## src/rtl/axis_operand_pairer_if.sv

```systemverilog
// AXI-Stream style channel: tdata/tvalid/tready/tlast.
// Handshake: a beat transfers on a rising clock edge where tvalid && tready.
// The master holds tdata/tlast stable while tvalid=1 and tready=0.
interface axis_operand_pairer_if #(
    parameter int W = 8
);
    logic [W-1:0] tdata;
    logic         tvalid;
    logic         tready;
    logic         tlast;

    modport master (output tdata, output tvalid, output tlast, input tready);
    modport slave  (input tdata, input tvalid, input tlast, output tready);
endinterface

```

## src/rtl/axis_operand_pairer.sv

```systemverilog
// Packs two consecutive c_WIDTH-bit operands into one 2*c_WIDTH-bit word,
// first operand in the low half. A lone last operand of an odd-length
// packet is zero-padded (c_PAD_ODD=1) or discarded with an odd_drop pulse.
module axis_operand_pairer #(
    parameter int c_WIDTH   = 8,
    parameter bit c_PAD_ODD = 1'b1
) (
    input  logic                   clk,
    input  logic                   rst,
    axis_operand_pairer_if.slave   s_axis,
    axis_operand_pairer_if.master  m_axis,
    output logic                   odd_drop,
    output logic                   dbg_state_o
);

    typedef enum logic {
        ST_EMPTY = 1'b0,
        ST_HALF  = 1'b1
    } state_t;

    state_t               state_q, state_d;
    logic [c_WIDTH-1:0]   lo_q, lo_d;
    logic [2*c_WIDTH-1:0] m_data_q, m_data_d;
    logic                 m_valid_q, m_valid_d;
    logic                 m_last_q, m_last_d;
    logic                 odd_drop_q, odd_drop_d;

    logic free;
    logic s_ready;
    logic accept;

    // Output slot is free when empty or draining this cycle; the same rule
    // applies in both states, and input is refused while reset is asserted.
    assign free    = !m_valid_q || m_axis.tready;
    assign s_ready = free && !rst;
    assign accept  = s_axis.tvalid && s_ready;

    assign s_axis.tready = s_ready;
    assign m_axis.tdata  = m_data_q;
    assign m_axis.tvalid = m_valid_q;
    assign m_axis.tlast  = m_last_q;
    assign odd_drop      = odd_drop_q;
    assign dbg_state_o   = state_q;

    // Next-state and output-register logic: drain first, then any new load wins.
    always_comb begin
        state_d    = state_q;
        lo_d       = lo_q;
        m_data_d   = m_data_q;
        m_valid_d  = m_valid_q;
        m_last_d   = m_last_q;
        odd_drop_d = 1'b0;

        if (m_valid_q && m_axis.tready) begin
            m_valid_d = 1'b0;
        end

        if (accept) begin
            case (state_q)
                ST_EMPTY: begin
                    if (!s_axis.tlast) begin
                        lo_d    = s_axis.tdata;
                        state_d = ST_HALF;
                    end else if (c_PAD_ODD) begin
                        m_data_d  = {{c_WIDTH{1'b0}}, s_axis.tdata};
                        m_last_d  = 1'b1;
                        m_valid_d = 1'b1;
                    end else begin
                        odd_drop_d = 1'b1;
                    end
                end
                ST_HALF: begin
                    m_data_d  = {s_axis.tdata, lo_q};
                    m_last_d  = s_axis.tlast;
                    m_valid_d = 1'b1;
                    state_d   = ST_EMPTY;
                end
                default: begin
                    state_d = ST_EMPTY;
                end
            endcase
        end
    end

    // State and output registers; reset discards any held half-pair.
    always_ff @(posedge clk) begin
        if (rst) begin
            state_q    <= ST_EMPTY;
            lo_q       <= '0;
            m_data_q   <= '0;
            m_valid_q  <= 1'b0;
            m_last_q   <= 1'b0;
            odd_drop_q <= 1'b0;
        end else begin
            state_q    <= state_d;
            lo_q       <= lo_d;
            m_data_q   <= m_data_d;
            m_valid_q  <= m_valid_d;
            m_last_q   <= m_last_d;
            odd_drop_q <= odd_drop_d;
        end
    end

endmodule

```

## src/flat_wrapper.sv

```systemverilog
// flat-port wrapper written by rule: the top's interface ports become plain ports
module axis_operand_pairer_flat 
#(
    parameter int c_WIDTH   = 8,
    parameter bit c_PAD_ODD = 1'b1
)
  (clk, rst, odd_drop, dbg_state_o, s_axis_tdata, s_axis_tvalid, s_axis_tlast, s_axis_tready, m_axis_tdata, m_axis_tvalid, m_axis_tlast, m_axis_tready);
  axis_operand_pairer_if #(.W((8))) s_axis_i ();
  axis_operand_pairer_if #(.W(2*(8))) m_axis_i ();
  input  logic clk;
  input  logic rst;
  output logic odd_drop;
  output logic dbg_state_o;
  input wire logic [$bits(s_axis_i.tdata)-1:0] s_axis_tdata;
  input wire logic [$bits(s_axis_i.tvalid)-1:0] s_axis_tvalid;
  input wire logic [$bits(s_axis_i.tlast)-1:0] s_axis_tlast;
  output wire logic [$bits(s_axis_i.tready)-1:0] s_axis_tready;
  output wire logic [$bits(m_axis_i.tdata)-1:0] m_axis_tdata;
  output wire logic [$bits(m_axis_i.tvalid)-1:0] m_axis_tvalid;
  output wire logic [$bits(m_axis_i.tlast)-1:0] m_axis_tlast;
  input wire logic [$bits(m_axis_i.tready)-1:0] m_axis_tready;
  assign s_axis_i.tdata = s_axis_tdata;
  assign s_axis_i.tvalid = s_axis_tvalid;
  assign s_axis_i.tlast = s_axis_tlast;
  assign s_axis_tready = s_axis_i.tready;
  assign m_axis_tdata = m_axis_i.tdata;
  assign m_axis_tvalid = m_axis_i.tvalid;
  assign m_axis_tlast = m_axis_i.tlast;
  assign m_axis_i.tready = m_axis_tready;
  axis_operand_pairer #(.c_WIDTH(c_WIDTH), .c_PAD_ODD(c_PAD_ODD)) u_core (.clk(clk), .rst(rst), .s_axis(s_axis_i), .m_axis(m_axis_i), .odd_drop(odd_drop), .dbg_state_o(dbg_state_o));
endmodule
```

## config.mk

```make
export PLATFORM = sky130hd
export DESIGN_NAME = axis_operand_pairer_flat
export DESIGN_NICKNAME = d
export VERILOG_FILES = /design/src/rtl/axis_operand_pairer_if.sv /design/src/rtl/axis_operand_pairer.sv /design/src/flat_wrapper.sv
export SDC_FILE = /design/constraint.sdc
export NUM_CORES = 1
export LEC_CHECK = 0
export ABC_AREA = 1
export CAP_MARGIN = 5
export CORE_MARGIN = 2
export CORE_UTILIZATION = 42
export CTS_BUF_LIST = sky130_fd_sc_hd__clkbuf_8 sky130_fd_sc_hd__clkbuf_16
export DETAILED_ROUTE_END_ITERATION = 8
export PLACE_DENSITY_LB_ADDON = 0.12
export SLEW_MARGIN = 40
export SYNTH_ARGS = -nofsm -noshare
export SYNTH_HDL_FRONTEND = slang
export SYNTH_SLANG_ARGS = --single-unit
```

## constraint.sdc

```tcl
create_clock -name clk -period 1.1 [get_ports clk]
set_clock_uncertainty 0.1 [all_clocks]
set_input_delay 0.275 -clock clk [delete_from_list [all_inputs] [get_ports clk]]
set_output_delay 0.275 -clock clk [all_outputs]
set_load 0.005 [all_outputs]
```

# [Word-level counts from Yosys, hierarchy flattened]
# Index checks and enable logic that the tools add are counted.
[word_totals] reg_bits=27 ram_bits=0 n_memories=0 latchBits=0 romBits=0 in_bits=13 output_inout_bits=21
[classes] order_cmp=0 shift=0 reduce_logical=8 multipliers=0 n_bitwise=2 n_addsub=0 eq_ne=1 mux=10 n_div=0
[op_table] cell="case mux 16 bit (2 select lines)" n=1
[op_table] cell="two-way mux 16 bit" n=1
[op_table] cell="case mux 1 bit (2 select lines)" n=3
[op_table] cell="two-way mux 1 bit" n=5
[op_table] cell="logical AND 1 bit" n=3
[op_table] cell="AND reduction 3 bit" n=1
[op_table] cell="zero test 1 bit" n=2
[op_table] cell="inequality test 2 bit, second input constant" n=1
[op_table] cell="NOT 1 bit" n=2
[op_table] cell="AND reduction 2 bit" n=1
[op_table] cell="logical OR 1 bit" n=1

# [Logic depth before layout (Yosys ltp)]
# Gate-level depths: netlist of run 1.
[depth] word_depth=5 ltp_mapped=7 mapped_depth_nobuf=6

# [Worst setup path before layout of run 1]
# Ideal clock, no wire load.
[synth_timing] path_kind="register -> register" from="reg u_core.state_q, in the netlist u_core.dbg_state_o" to="reg u_core.lo_q[0]" setup_slack_ns=-0.100 synth_period_minus_slack_ns=1.200 required_time_ns=0.887 setup_time_ns=0.113 arrival_ns=0.988 path_stages_with_launch=7 n_path_buf=2 path_cell_list="dfxtp_1 -> buf_6 -> nor2_4 -> nand4_4 -> buf_6 -> nor2_1 -> nor2_1"
[synth_via] elab_chain_len=2
[synth_lines] item="start, declared" line="axis_operand_pairer.sv:21" text="state_t state_q, state_d;"
[synth_lines] item="start signal, assigned" line="axis_operand_pairer.sv:95" text="state_q <= state_d;"
[synth_lines] item="NOT 1 bit"
[synth_lines] item="AND reduction 3 bit (no source line)"
[synth_lines] item="end signal, assigned" line="axis_operand_pairer.sv:96" text="lo_q <= lo_d;"
[synth_lines] item="end, declared" line="axis_operand_pairer.sv:22" text="logic [c_WIDTH-1:0] lo_q, lo_d;"
# Every way passes these cells.
# A chain may end at the register's enable or synchronous reset.

# [Final worst setup path of run 1]
# Same ends and word-level chain as after synthesis.

==> Flow_metrics.wiki, run 1 <==
{| class="wikitable"
! Metric !! Value
|-
| Global-route wire length before repair || 5664 um
|-
| CTS root buf || clkbuf_8
|-
| VDD IR max || 0.7330 mV
|-
| Status || finished with violations
|-
| Critical path data arrival time || 1.35 ns
|-
| Placer's final routability congestion estimate || 0.7125
|-
| Remaining DRCs || 0
|-
| Static leakage || 0.9392 nW
|-
| Worst r2r path cells || 5
|-
| F_max || 775.4 MHz
|-
| Fillers || 228
|-
| Number of placed cells counting well taps || 249
|-
| Iteration-0 DRC count of the detailed router || 16
|-
| Sum of buffers and inverters on the critical path || 1
|-
| Number of H-tree levels || 1
|-
| Final critical-path required period || 1.290 ns
|-
| TritonRoute pass-1 iters || 4
|-
| Std-Cell Rows || 19
|-
| Number of global-route vias before repair || 1221
|-
| Non-filler instance count after layout || 265
|-
| Count of unique library cells instantiated by Yosys || 17
|-
| Kind of path behind the tightest hold check || primary input to flop
|-
| Gate count of the mapped netlist || 174
|-
| Height of the die || 57.70 um
|-
| CP endpoint kind || flop
|-
| Effective utilization at floorplan || 43.92%
|-
| Mean instance size in the synthesized netlist || 6.961 um^2
|-
| Cell with the largest stage delay on the worst path || dfxtp_4
|-
| P per Cell Area || 1052 nW/um^2
|-
| Source of the worst register-to-register timing path || u_core.dbg_state_o
|-
| Via total after detailed routing || 1278
|-
| Setup repair after global routing missed its margin || true
|-
| Fin crit share || 117.2%
|-
| Critical Path RT || 1.16 ns
|-
| Sequential cell area || 566.8 um^2
|-
| Remaining global-route overflow || 0
|-
| Number of clock buffers inserted by TritonCTS || 3
|-
| Chip width || 57.70 um
|-
| Routed length per instance || 12.80 um
|-
| Input/output buffers || 32
|-
| Worst Min Path Start || rst
|-
| Via density || 4.823
|-
| Dominant cell type by area after synthesis || dfxtp_1
|-
| Num Clock Sinks || 27
|-
| Antenna Diode Count || 0
|-
| Overall power || 2.001 mW
|-
| Portion of synthesized cell area occupied by the leading cell type || 44.63%
|-
| Top cell family by delay on the critical path || simple AND/OR/NAND/NOR gates
|-
| Fin nets || 248
|-
| Max-cap check violation count || 0
|-
| Flip-flop and latch count after synthesis || 27
|-
| Slack of the worst reg-to-reg path || -0.19 ns
|-
| Area delta synth->final || 57.02%
|-
| Cell chain of the critical path || buf_6 -> nor2_4 -> nand4_4 -> nor2_1 -> nor2_1
|-
| Pin count of the biggest net entering global routing || 19
|-
| Clock input transition at the sequential cells of the worst setup and hold paths || 0.09 ns
|-
| Main area contributors after synthesis || dfxtp_1, nand2_1, nor2_1, inv_1, nand3_1
|-
| Proportion of synthesized chip area in sequential cells || 44.63%
|-
| Final count of negative-setup-slack endpoints || 30
|-
| Design area || 1902 um^2
|-
| Post-Route WL || 3392 um
|-
| Most frequent cells in the layout || nand2_1, nor2_1, inv_1
|-
| CTS tree || done
|-
| Post-route antenna net violation count || 0
|-
| Number of I/O pins || 34
|-
| Critical setup path kind || flop to flop
|-
| Hold Path End || u_core.m_axis.tvalid
|-
| Worst setup SP type || flop
|-
| Post-synthesis instance area || 1211 um^2
|-
| Critical Path Max Stage Delay || 0.35 ns
|-
| Area used by multi-input combinational logic || 603.1 um^2
|-
| Area of placed instances || 1675 um^2
|-
| Leading cell type in the layout, fill and taps excluded || nand2_1
|-
| Global-route total usage across every layer || 21.80%
|-
| Layout cells sized above 1 || 42.31%
|-
| Highest fanout seen on the critical path || 9
|-
| PnR worst setup slack || -0.1897 ns
|-
| Clk buf depth || 2
|-
| Clock latency on the worst-skew pair || 0.27 ns
|-
| Standard cell core area || 2758 um^2
|-
| Antenna violations before repair || 0
|-
| Post-DP HPWL || 1953 um
|-
| Die ar. || 3329 um^2
|-
| Cell repeated most along the worst path || nor2_1
|-
| Hold Path Depth || 3
|-
| Total number of yosys warnings || 0
|-
| Violated checks || negative setup slack
|-
| Synthesized Nets || 187
|-
| Count of pins over their slew limit || 0
|-
| Worst flop-to-flop path endpoint || u_core.lo_q[0]
|-
| Final Hold Viols || 0
|}
cell type report:
cell class	instances	share of cell area (%)
Clock buffer	3	2.171
Timing Repair Buffer	63	28.16
Tap cell	31	2.039
Multi-Input combinational cell	112	31.71
Clock inverter	1	0.1974
Inverter	28	5.921
Sequential cell	27	29.80
cells in the mapped netlist:
master     n
buf_6      3
buf_2      1
nor2_1    32
clkbuf_1   2
nor2_4     1
nand2_1   45
inv_1     27
o21ai_0    8
a21oi_1    4
o21ai_1    8
conb_1     1
nand3_1    9
nand4_2    1
inv_2      1
buf_4      2
nand4_4    2
dfxtp_1   27
stage by stage:
step / setup TNS [ns] / worst slack, ns / utilization (%) / hold WS (ns)
2_1_floorplan: -0.6311 / -0.07461 / - / 0.2367
3_3_place_gp: -17.95 / -0.7163 / 60.75 / 0.3610
3_5_place_dp: -18.65 / -0.7704 / 60.75 / 0.3694
4_1_cts: -5.207 / -0.2292 / 68.19 / 0.3565
5_1_grt: -6.106 / -0.2530 / 68.97 / 0.3722
6_report: -3.864 / -0.1897 / 68.97 / 0.3670
routing by layer:
layer	GRT usage, %	routed length (um)	vias up
li1	-	-	645
met1	26.47	1395	592
met2	39.29	1790	35
met3	2.902	155	6
met4	7.641	50	0
met5	0	0	-
report_power, final:
part / total (mW) / leakage (nW) / switching [mW] / internal, mW
clock network: 0.550 / 0.0269 / 0.301 / 0.250
registers: 1.05 / 0.229 / 0.0232 / 1.02
logic: 0.403 / 0.683 / 0.202 / 0.201
logic make-up after synthesis:
group,share of synthesized area (%)
simple gates,33.06
buf+inv,13.74
flops,44.63
compound gates,8.265
other cells,0.3096
timing repair:
item                       in CTS  in global routing
cloned                          3                  0
setup endpoints to repair      47                 47
pin swaps                       5                  8
hold buffers                    0                  0
resized for setup             130                 16
setup buffers                   8                  5
sequential cells by signal, summed over array words and instances, names as in the netlist:
| signal | count |
|---|---|
| u_core.m_axis.tdata | 16 |
| u_core.lo_q | 8 |
| u_core.dbg_state_o | 1 |
| u_core.m_axis.tlast | 1 |
| u_core.m_axis.tvalid | 1 |
worst min-delay path, cell delays in order:
cell	delay, ns
dlygate4sd2_1	0.25
buf_6	0.15
a21oi_2	0.03
worst max path at each step:
stage,from,depth (start not counted),to
floorplan,u_core.dbg_state_o,6,u_core.lo_q[0]
global placement,m_axis_tready,4,s_axis_tready
detailed placement,m_axis_tready,4,s_axis_tready
CTS,u_core.dbg_state_o,9,u_core.m_axis.tdata[4]
global route,u_core.dbg_state_o,6,u_core.lo_q[6]
finish,u_core.dbg_state_o,5,u_core.lo_q[0]
(Power assumes the default switching activity.)
==> run 2, diff against run 1 <==
- HOLD_SLACK_MARGIN: unset -> 0.15
==> results of run 2 <==
The final DEF is identical to that of run 1; final timing and power are the same.
==> run 3, diff against run 2 <==
- CORE_UTILIZATION: 42 -> 50
- clock period: 1.1 -> 1.6 ns (I/O delays scaled with it)
==> run 3 against run 2 <==
Sequential share of layout area grew 3.4 points. Critical endpoint is now u_core.lo_q[1]. Cell area shrank 11%. Power is 34% lower. Largest cell class is now sequential cells. Count of clock-buffer cells in the layout did not move. First-iteration DRC count decreased by 44%. Largest power group unchanged. Clock power is 29% lower. The run now ends clean. Die area decreased by 15%.
==> Flow_metrics.wiki, run 3 (synthesized netlist as in run 1, its figures left out) <==
{| class="wikitable"
! Metric !! Value
|-
| Pre-CTS WS || -0.5638 ns
|-
| Worst hold-check slack || 0.3603 ns
|-
| Global-route total usage across every layer || 20.78%
|-
| Switching portion of total power || 25.59%
|-
| Clock input transition at the sequential cells of the worst setup and hold paths || 0.10 ns
|-
| Post-route antenna net violation count || 0
|-
| Via density || 4.707
|-
| Status || completed
|-
| Height of the die || 53.22 um
|-
| Post-Route WL || 2590 um
|-
| Effective utilization at floorplan || 53.72%
|-
| Setup repair after global routing missed its margin || false
|-
| Remaining global-route overflow || 0
|-
| Std-Cell Rows || 17
|-
| Max-cap check violation count || 0
|-
| Leading cell type in the layout, fill and taps excluded || nand2_1
|-
| Design area || 1697 um^2
|-
| Clock share of power || 29.8%
|-
| Antenna violations before repair || 0
|-
| Routed length per instance || 10.70 um
|-
| Area of placed instances || 1573 um^2
|-
| F_max || 654.9 MHz
|-
| P per Cell Area || 775.4 nW/um^2
|-
| Final Hold Viols || 0
|-
| Chip width || 53.22 um
|-
| Global-route wire length before repair || 4402 um
|-
| Pin count of the biggest net entering global routing || 21
|-
| Fin nets || 228
|-
| Overall power || 1.316 mW
|-
| Count of pins over their slew limit || 0
|-
| Kind of path behind the tightest hold check || flop to flop
|-
| Fraction of power consumed by combinational cells || 15.5%
|-
| Critical path data arrival time || 1.60 ns
|-
| TritonRoute pass-1 iters || 5
|-
| VDD IR max || 0.6225 mV
|-
| Number of I/O pins || 34
|-
| CTS root buf || clkbuf_8
|-
| Antenna Diode Count || 0
|-
| Placer's final routability congestion estimate || 0.7529
|-
| Final count of negative-setup-slack endpoints || 0
|-
| Critical setup path kind || primary input to flop
|-
| Critical Path RT || 1.67 ns
|-
| Post-DP HPWL || 1790 um
|-
| Net switching power || 0.3366 mW
|-
| Number of clock buffers inserted by TritonCTS || 3
|-
| Most frequent cells in the layout || nand2_1, nor2_1, inv_1
|-
| Number of global-route vias before repair || 1069
|-
| Standard cell core area || 2255 um^2
|-
| Number of placed cells counting well taps || 235
|-
| Non-filler instance count after layout || 242
|-
| Remaining DRCs || 0
|-
| Proportion of power drawn by flip-flops and latches || 54.6%
|-
| Static leakage || 1.049 nW
|-
| CP endpoint kind || flop
|-
| Clock latency on the worst-skew pair || 0.27 ns
|-
| Area delta synth->final || 40.08%
|-
| Worst setup SP type || primary input
|-
| Clk buf depth || 2
|-
| Die ar. || 2832 um^2
|-
| Final Util || 75.25%
|-
| Number of flip-flops in the largest register || 16
|-
| Via total after detailed routing || 1139
|-
| Highest fanout seen on the critical path || 8
|-
| Internal power contribution || 0.9790 mW
|-
| CTS tree || done
|-
| Number of H-tree levels || 1
|-
| Input/output buffers || 32
|-
| Setup TNS || 0 ns
|-
| Iteration-0 DRC count of the detailed router || 9
|-
| Num Clock Sinks || 27
|-
| Layout cells sized above 1 || 19.63%
|-
| PnR worst setup slack || 0.07315 ns
|-
| Final critical-path required period || 1.527 ns
|-
| Fin crit share || 95.43%
|}
## run 3: worst paths after layout
| check | startpoint | to | slack, ns | depth (start not counted) |
|---|---|---|---|---|
| setup / recovery | s_axis_tvalid | u_core.lo_q[1] | 0.07 | 4 |
| hold / removal | u_core.m_axis.tlast | u_core.m_axis.tlast | 0.36 | 2 |
| setup reg to reg | u_core.m_axis.tvalid | u_core.lo_q[1] | 0.19 | 5 |
| hold reg to reg | u_core.m_axis.tlast | u_core.m_axis.tlast | 0.36 | 2 |
## run 3: cell type report
type / instances / area (um^2)
well taps: 28 / 35.03
inverters: 28 / 105.1
clock inverters: 1 / 7.507
fillers: 174 / 558.0
multi-input cells: 112 / 520.5
clock buffers: 3 / 41.29
repair buffers: 43 / 424.2
flip-flops and latches: 27 / 563.0
## run 3: power by group through the flow
| stage | clock, mW | sequential (mW) | combinational, mW |
|---|---|---|---|
| floorplan | 0 | 0.733 | 0.106 |
| global placement | 0 | 0.730 | 0.201 |
| detailed placement | 0 | 0.732 | 0.206 |
| CTS | 0.397 | 0.719 | 0.205 |
| global route | 0.422 | 0.722 | 0.235 |
| finish | 0.393 | 0.719 | 0.204 |
## run 3: per-layer routing
metal | vias to the layer above | track usage (%) | routed length (um)
li1 | 607 | - | -
met1 | 505 | 25.88 | 1254
met2 | 25 | 36.63 | 1204
met3 | 2 | 3.390 | 115
met4 | 0 | 5.556 | 16
met5 | - | 0 | 0
## run 3: critical path: stages
cell	delay [ns]
clkdlybuf4s50_1	0.67
nand4_2	0.30
nor2_1	0.16
nor2_1	0.06
## run 3: repair_timing
action,in CTS,in global routing
hold buffers,0,0
gates cloned,0,1
endpoints found under the setup margin,20,16
gates resized for setup,31,14
pin swaps,1,1
buffers inserted,2,0
